### config.mk
export PLATFORM = sky130hd
export DESIGN_NAME = bi_serializer_flat
export DESIGN_NICKNAME = d
export VERILOG_FILES = /design/src/rtl/bi_serializer_if.sv /design/src/rtl/bi_serializer.sv /design/src/flat_wrapper.sv
export SDC_FILE = /design/constraint.sdc
export NUM_CORES = 1
export LEC_CHECK = 0
export ABC_AREA = 1
export CAP_MARGIN = 40
export CORE_AREA = 2 2 41 43
export CTS_CLUSTER_DIAMETER = 80
export DETAILED_ROUTE_END_ITERATION = 8
export DIE_AREA = 0 0 43 45
export PLACE_DENSITY = 0.71
export SKIP_CTS_REPAIR_TIMING = 1
export SLEW_MARGIN = 30
export SYNTH_ARGS = -nofsm -noshare
export SYNTH_HDL_FRONTEND = slang
export SYNTH_SLANG_ARGS = --single-unit
### constraint.sdc
create_clock -name clk -period 1.6 [get_ports clk]
set_input_delay 0.24 -clock clk [delete_from_list [all_inputs] [get_ports clk]]
set_output_delay 0.24 -clock clk [all_outputs]
set_load 0.02 [all_outputs]
### src/rtl/bi_serializer_if.sv
// Load handshake and serial output bundle for bi_serializer.
// master = word source / line consumer, slave = the serializer itself.
interface bi_serializer_if #(
  parameter int WIDTH = 4
);
  logic [WIDTH-1:0] Din;
  logic             dir;
  logic             load_valid;
  logic             load_ready;
  logic             shift_en;
  logic             Sout;
  logic             Sout_valid;
  logic             busy;
  logic             done;

  modport master (
    output Din, dir, load_valid, shift_en,
    input  load_ready, Sout, Sout_valid, busy, done
  );

  modport slave (
    input  Din, dir, load_valid, shift_en,
    output load_ready, Sout, Sout_valid, busy, done
  );
endinterface

### src/rtl/bi_serializer.sv
// Parallel-in serial-out shifter with per-word LSB/MSB-first order.
// Optional even-parity trailer bit when BI_SERIALIZER_PARITY_EN is defined.
module bi_serializer #(
  parameter int WIDTH = 4
) (
  input logic            clk,
  input logic            reset,
  bi_serializer_if.slave bus
);

`ifdef BI_SERIALIZER_PARITY_EN
  localparam int FRAME = WIDTH + 1;
`else
  localparam int FRAME = WIDTH;
`endif
  localparam int CW = $clog2(FRAME + 1);
  localparam logic [CW-1:0] LAST_IDX = CW'(FRAME - 1);

  typedef enum logic {IDLE, SHIFT} state_t;

  state_t           state_q, state_d;
  logic [WIDTH-1:0] shreg_q, shreg_d;
  logic [CW-1:0]    cnt_q, cnt_d, cnt_inc;
  logic             dir_q, dir_d;
  logic             sout_q, sout_d;
  logic             valid_q, valid_d;
  logic             busy_q, busy_d;
  logic             done_q, done_d;
  logic             last, ready, accept, data_next, bit_next;
`ifdef BI_SERIALIZER_PARITY_EN
  logic             par_q, par_d;
`endif

  // The bit currently on Sout sits at shreg[0] (LSB-first) or shreg[WIDTH-1]
  // (MSB-first); its neighbour toward the latched order is the next data bit.
  always_comb begin
    last      = (state_q == SHIFT) && (cnt_q == LAST_IDX);
    ready     = (state_q == IDLE) || (last && bus.shift_en);
    accept    = bus.load_valid && ready;
    cnt_inc   = cnt_q + CW'(1);
    data_next = dir_q ? shreg_q[1] : shreg_q[WIDTH-2];
`ifdef BI_SERIALIZER_PARITY_EN
    bit_next  = (cnt_inc == CW'(WIDTH)) ? par_q : data_next;
`else
    bit_next  = data_next;
`endif
  end

  always_comb begin
    state_d = state_q;
    shreg_d = shreg_q;
    cnt_d   = cnt_q;
    dir_d   = dir_q;
    sout_d  = sout_q;
    valid_d = valid_q;
    busy_d  = busy_q;
    done_d  = 1'b0;
`ifdef BI_SERIALIZER_PARITY_EN
    par_d   = par_q;
`endif
    if (accept) begin
      state_d = SHIFT;
      shreg_d = bus.Din;
      cnt_d   = '0;
      dir_d   = bus.dir;
      sout_d  = bus.dir ? bus.Din[0] : bus.Din[WIDTH-1];
      valid_d = 1'b1;
      busy_d  = 1'b1;
`ifdef BI_SERIALIZER_PARITY_EN
      par_d   = ^bus.Din;
`endif
    end else begin
      case (state_q)
        SHIFT: begin
          if (bus.shift_en) begin
            if (last) begin
              state_d = IDLE;
              cnt_d   = '0;
              sout_d  = 1'b0;
              valid_d = 1'b0;
              busy_d  = 1'b0;
            end else begin
              cnt_d   = cnt_inc;
              shreg_d = dir_q ? (shreg_q >> 1) : (shreg_q << 1);
              sout_d  = bit_next;
              done_d  = (cnt_inc == LAST_IDX);
            end
          end
        end
        default: ;
      endcase
    end
  end

  always_ff @(posedge clk or negedge reset) begin
    if (!reset) begin
      state_q <= IDLE;
      shreg_q <= '0;
      cnt_q   <= '0;
      dir_q   <= 1'b0;
      sout_q  <= 1'b0;
      valid_q <= 1'b0;
      busy_q  <= 1'b0;
      done_q  <= 1'b0;
`ifdef BI_SERIALIZER_PARITY_EN
      par_q   <= 1'b0;
`endif
    end else begin
      state_q <= state_d;
      shreg_q <= shreg_d;
      cnt_q   <= cnt_d;
      dir_q   <= dir_d;
      sout_q  <= sout_d;
      valid_q <= valid_d;
      busy_q  <= busy_d;
      done_q  <= done_d;
`ifdef BI_SERIALIZER_PARITY_EN
      par_q   <= par_d;
`endif
    end
  end

  assign bus.load_ready = ready;
  assign bus.Sout       = sout_q;
  assign bus.Sout_valid = valid_q;
  assign bus.busy       = busy_q;
  assign bus.done       = done_q;

endmodule

### src/flat_wrapper.sv
// flat-port wrapper written by rule: the top's interface ports become plain ports
module bi_serializer_flat 
#(
  parameter int WIDTH = 4
)
  (clk, reset, bus_Din, bus_dir, bus_load_valid, bus_shift_en, bus_load_ready, bus_Sout, bus_Sout_valid, bus_busy, bus_done);
  bi_serializer_if #(.WIDTH(WIDTH)) bus_i ();
  input logic clk;
  input logic reset;
  input wire logic [$bits(bus_i.Din)-1:0] bus_Din;
  input wire logic [$bits(bus_i.dir)-1:0] bus_dir;
  input wire logic [$bits(bus_i.load_valid)-1:0] bus_load_valid;
  input wire logic [$bits(bus_i.shift_en)-1:0] bus_shift_en;
  output wire logic [$bits(bus_i.load_ready)-1:0] bus_load_ready;
  output wire logic [$bits(bus_i.Sout)-1:0] bus_Sout;
  output wire logic [$bits(bus_i.Sout_valid)-1:0] bus_Sout_valid;
  output wire logic [$bits(bus_i.busy)-1:0] bus_busy;
  output wire logic [$bits(bus_i.done)-1:0] bus_done;
  assign bus_i.Din = bus_Din;
  assign bus_i.dir = bus_dir;
  assign bus_i.load_valid = bus_load_valid;
  assign bus_i.shift_en = bus_shift_en;
  assign bus_load_ready = bus_i.load_ready;
  assign bus_Sout = bus_i.Sout;
  assign bus_Sout_valid = bus_i.Sout_valid;
  assign bus_busy = bus_i.busy;
  assign bus_done = bus_i.done;
  bi_serializer #(.WIDTH(WIDTH)) u_core (.clk(clk), .reset(reset), .bus(bus_i));
endmodule
==> impl_metrics.toml <==
[logic_synthesis]
synth_compound_area_share_pct = 6.26
avgSynthCellArea_um2 = 7.17
synth_top_cell_by_area = "dfrtp_1"
synth_fp_nets = 104
synth_top_family_by_area = "simple AND/OR/NAND/NOR gates"
syn_inst = 92
synth.distinct_cells = 13
synth_simple_gate_area_share_pct = 32.8
synth_area_um2 = 659
synth.area.top_cells = "dfrtp_1 46%, nand2_1 24%, inv_1 8.5%, ha_1 5.7%, nand3_1 3.0%"
ys_seq_area_share_pct = 45.5
ys_warn_count = 0
yosysTopAreaCellShare_pct = 45.5
yosysMostFrequentCell = "nand2_1"
synthFlopType = "dfrtp_1"
synthArstFlopShare_pct = 100
ys_ff_latch = 12
synth_xor_xnor_area_share_pct = 0
synth_edf_count = 0
synthAdderAreaFrac_pct = 5.69
synthMuxAreaShare_pct = 0
synthTopCellsByCount = "43 x nand2_1, 15 x inv_1, 12 x dfrtp_1"

[floorplanning]
die_width_um = 43
dieArea_um2 = 1940
io_pins = 14
rows = 14
initial_utilization_pct = 44.8
fp.dieH_um = 45
core_um2 = 1470

[final_layout]
layoutNonFillerInstCount = 131
multi_input_area_um2 = 322
regArea_um2 = 300
nNetsFinal = 128
utilization_pct = 62.4
antennaDiodeCount = 0
fill_cells = 138
fin_area_um2 = 918
area_growth_pct = 39.3
drive_gt1_share_pct = 17.4

[worst_setup_path]
critPathLaunchType = "flop"
worstSetupEndpoint = "bus_load_ready"
rr_worst_depth = 6
criticalPathCategory = "reg2out"
crit_arrival_ns = 1.29
startpoint = "u_core.cnt_q[0]"
worstPathMaxFanout = 2
reg2reg_from = "u_core.cnt_q[0]"
r2r_end = "u_core.cnt_q[2]"
endpoint_kind = "output pin"
crit_required_ns = 1.36
reg2reg_slack_ns = 0.11

[clock_network]
cts-root-buf = "clkbuf_4"
clk-insertion-delay-late_ns = 0.27
clk_pin_slew_ns = 0.08
cts_buffer_depth = 2
ctsHtreeMaxLevel = 1
cts_tree = "built"
cts.sinks = 12
numCtsBuffers = 3

[sta]
timing.setup.tns_ns = 0
drv_slew = 0
finalCriticalPeriod_ns = 1.53
finalHoldViolCount = 0
timing_worst_slew_pin_value_ns = 0.555
finalCritPeriodShare_pct = 95.8
setup_violations = 0
slew-limit-headroom_pct = 62.9
fin_worst_skew_ns = 0.00258
max_freq_mhz = 653

[place]
placed_area_um2 = 855
hpwl_um = 1010
numPlacedInstances = 127
portBuffers = 13
place.gp.congestion = 0.798

[detailed_routing]
avgRoutedWirePerCell_um = 10.2
postRouteAntennaNets = 0
vias = 600
drt_iter0_markers = 9
firstDrtPassIters = 4
drcViolationCount = 0
drt_wl_total_um = 1330
avgViaCountPerCell = 4.58

[power_and_ir_drop]
leakagePower_nw = 0.499
irDropWorstVdd_v = 0.000754
finalPower_w = 0.00147
powerDensity_nw_per_um2 = 1600

[grt]
antenna_found_initial = 0
grt_overflow_total = 0
grt_pass1_wl_um = 2210
grtUsageTotal_pct = 15.7
grt_pass1_vias = 559
grt_max_degree = 13

[min_path]
hold_class = "in2async"

[outcome]
outcome = "completed"

[flow_run]
cap_violations = 0
## per-stage QoR
step / setup slack (ns) / hold WS, ns
after floorplan: 0.0725 / -0.0556
after global placement: -0.118 / 0.468
after detailed placement: -0.134 / 0.472
after CTS: -0.402 / 0.334
after global routing: -0.0172 / 0.351
final: 0.0678 / 0.326
## cells in the final DEF, fill, tap and decap left out, drive strengths merged
master / count
clkbuf: 4
nand3: 4
ha: 3
dfrtp: 12
nand2: 43
a21oi: 1
inv: 15
clkdlybuf4s50: 12
nor2: 6
o22ai: 1
o21ai: 6
buf: 8
## power by group
| part | internal [W] | total, W | switching, W |
|---|---|---|---|
| combinational | 0.000341 | 0.000721 | 0.000380 |
| clock | 0.000138 | 0.000243 | 0.000105 |
| sequential | 0.000420 | 0.000506 | 0.0000858 |
## worst min-delay path by stage
stage | slack, ns | cells after the start | end
after floorplan | -0.06 | 0 | u_core.bus.Sout
after global placement | 0.47 | 2 | u_core.shreg_q[3]
after detailed placement | 0.47 | 2 | u_core.shreg_q[3]
after CTS | 0.33 | 1 | u_core.state_q
after global routing | 0.35 | 1 | u_core.cnt_q[2]
final | 0.33 | 1 | u_core.cnt_q[2]
## worst max-delay path, stage by stage (launching register included)
cell     delay (ns)
dfrtp_1        0.39
ha_2           0.18
ha_2           0.17
nand3_2        0.09
nand2_2        0.06
buf_6          0.13
## registers in the layout (all words and copies together) (netlist names)
register               flops
u_core.cnt_q               3
u_core.shreg_q             4
u_core.bus.Sout            1
u_core.bus.done            1
u_core.state_q             1
u_core.dir_q               1
u_core.bus.Sout_valid      1
## logic make-up after synthesis
group,count (synthesis)
flip-flops,12
adder cells (fa/ha/maj),3
AND/OR/NAND/NOR,53
AO/OA/AOI/OAI,8
buffers and inverters,16
## per-layer routing
metal | share of wire [%] | global-route usage, % | wire, um | up-vias
li1 | - | - | - | 328
met1 | 49 | 20.8 | 651 | 250
met3 | 4.9 | 2.80 | 65 | 4
met5 | 0 | 0 | 0 | -
met4 | 2.7 | 10.9 | 36 | 0
met2 | 44 | 23.3 | 581 | 18
## layout make-up
type,instances,area share (%)
clock buffers,4,3.95
flip-flops and latches,12,32.7
repair buffers,20,20.0
well taps,16,2.18
multi-input cells,64,35.0
inverters,15,6.13
No activity file was read; power rests on OpenSTA's default activity.
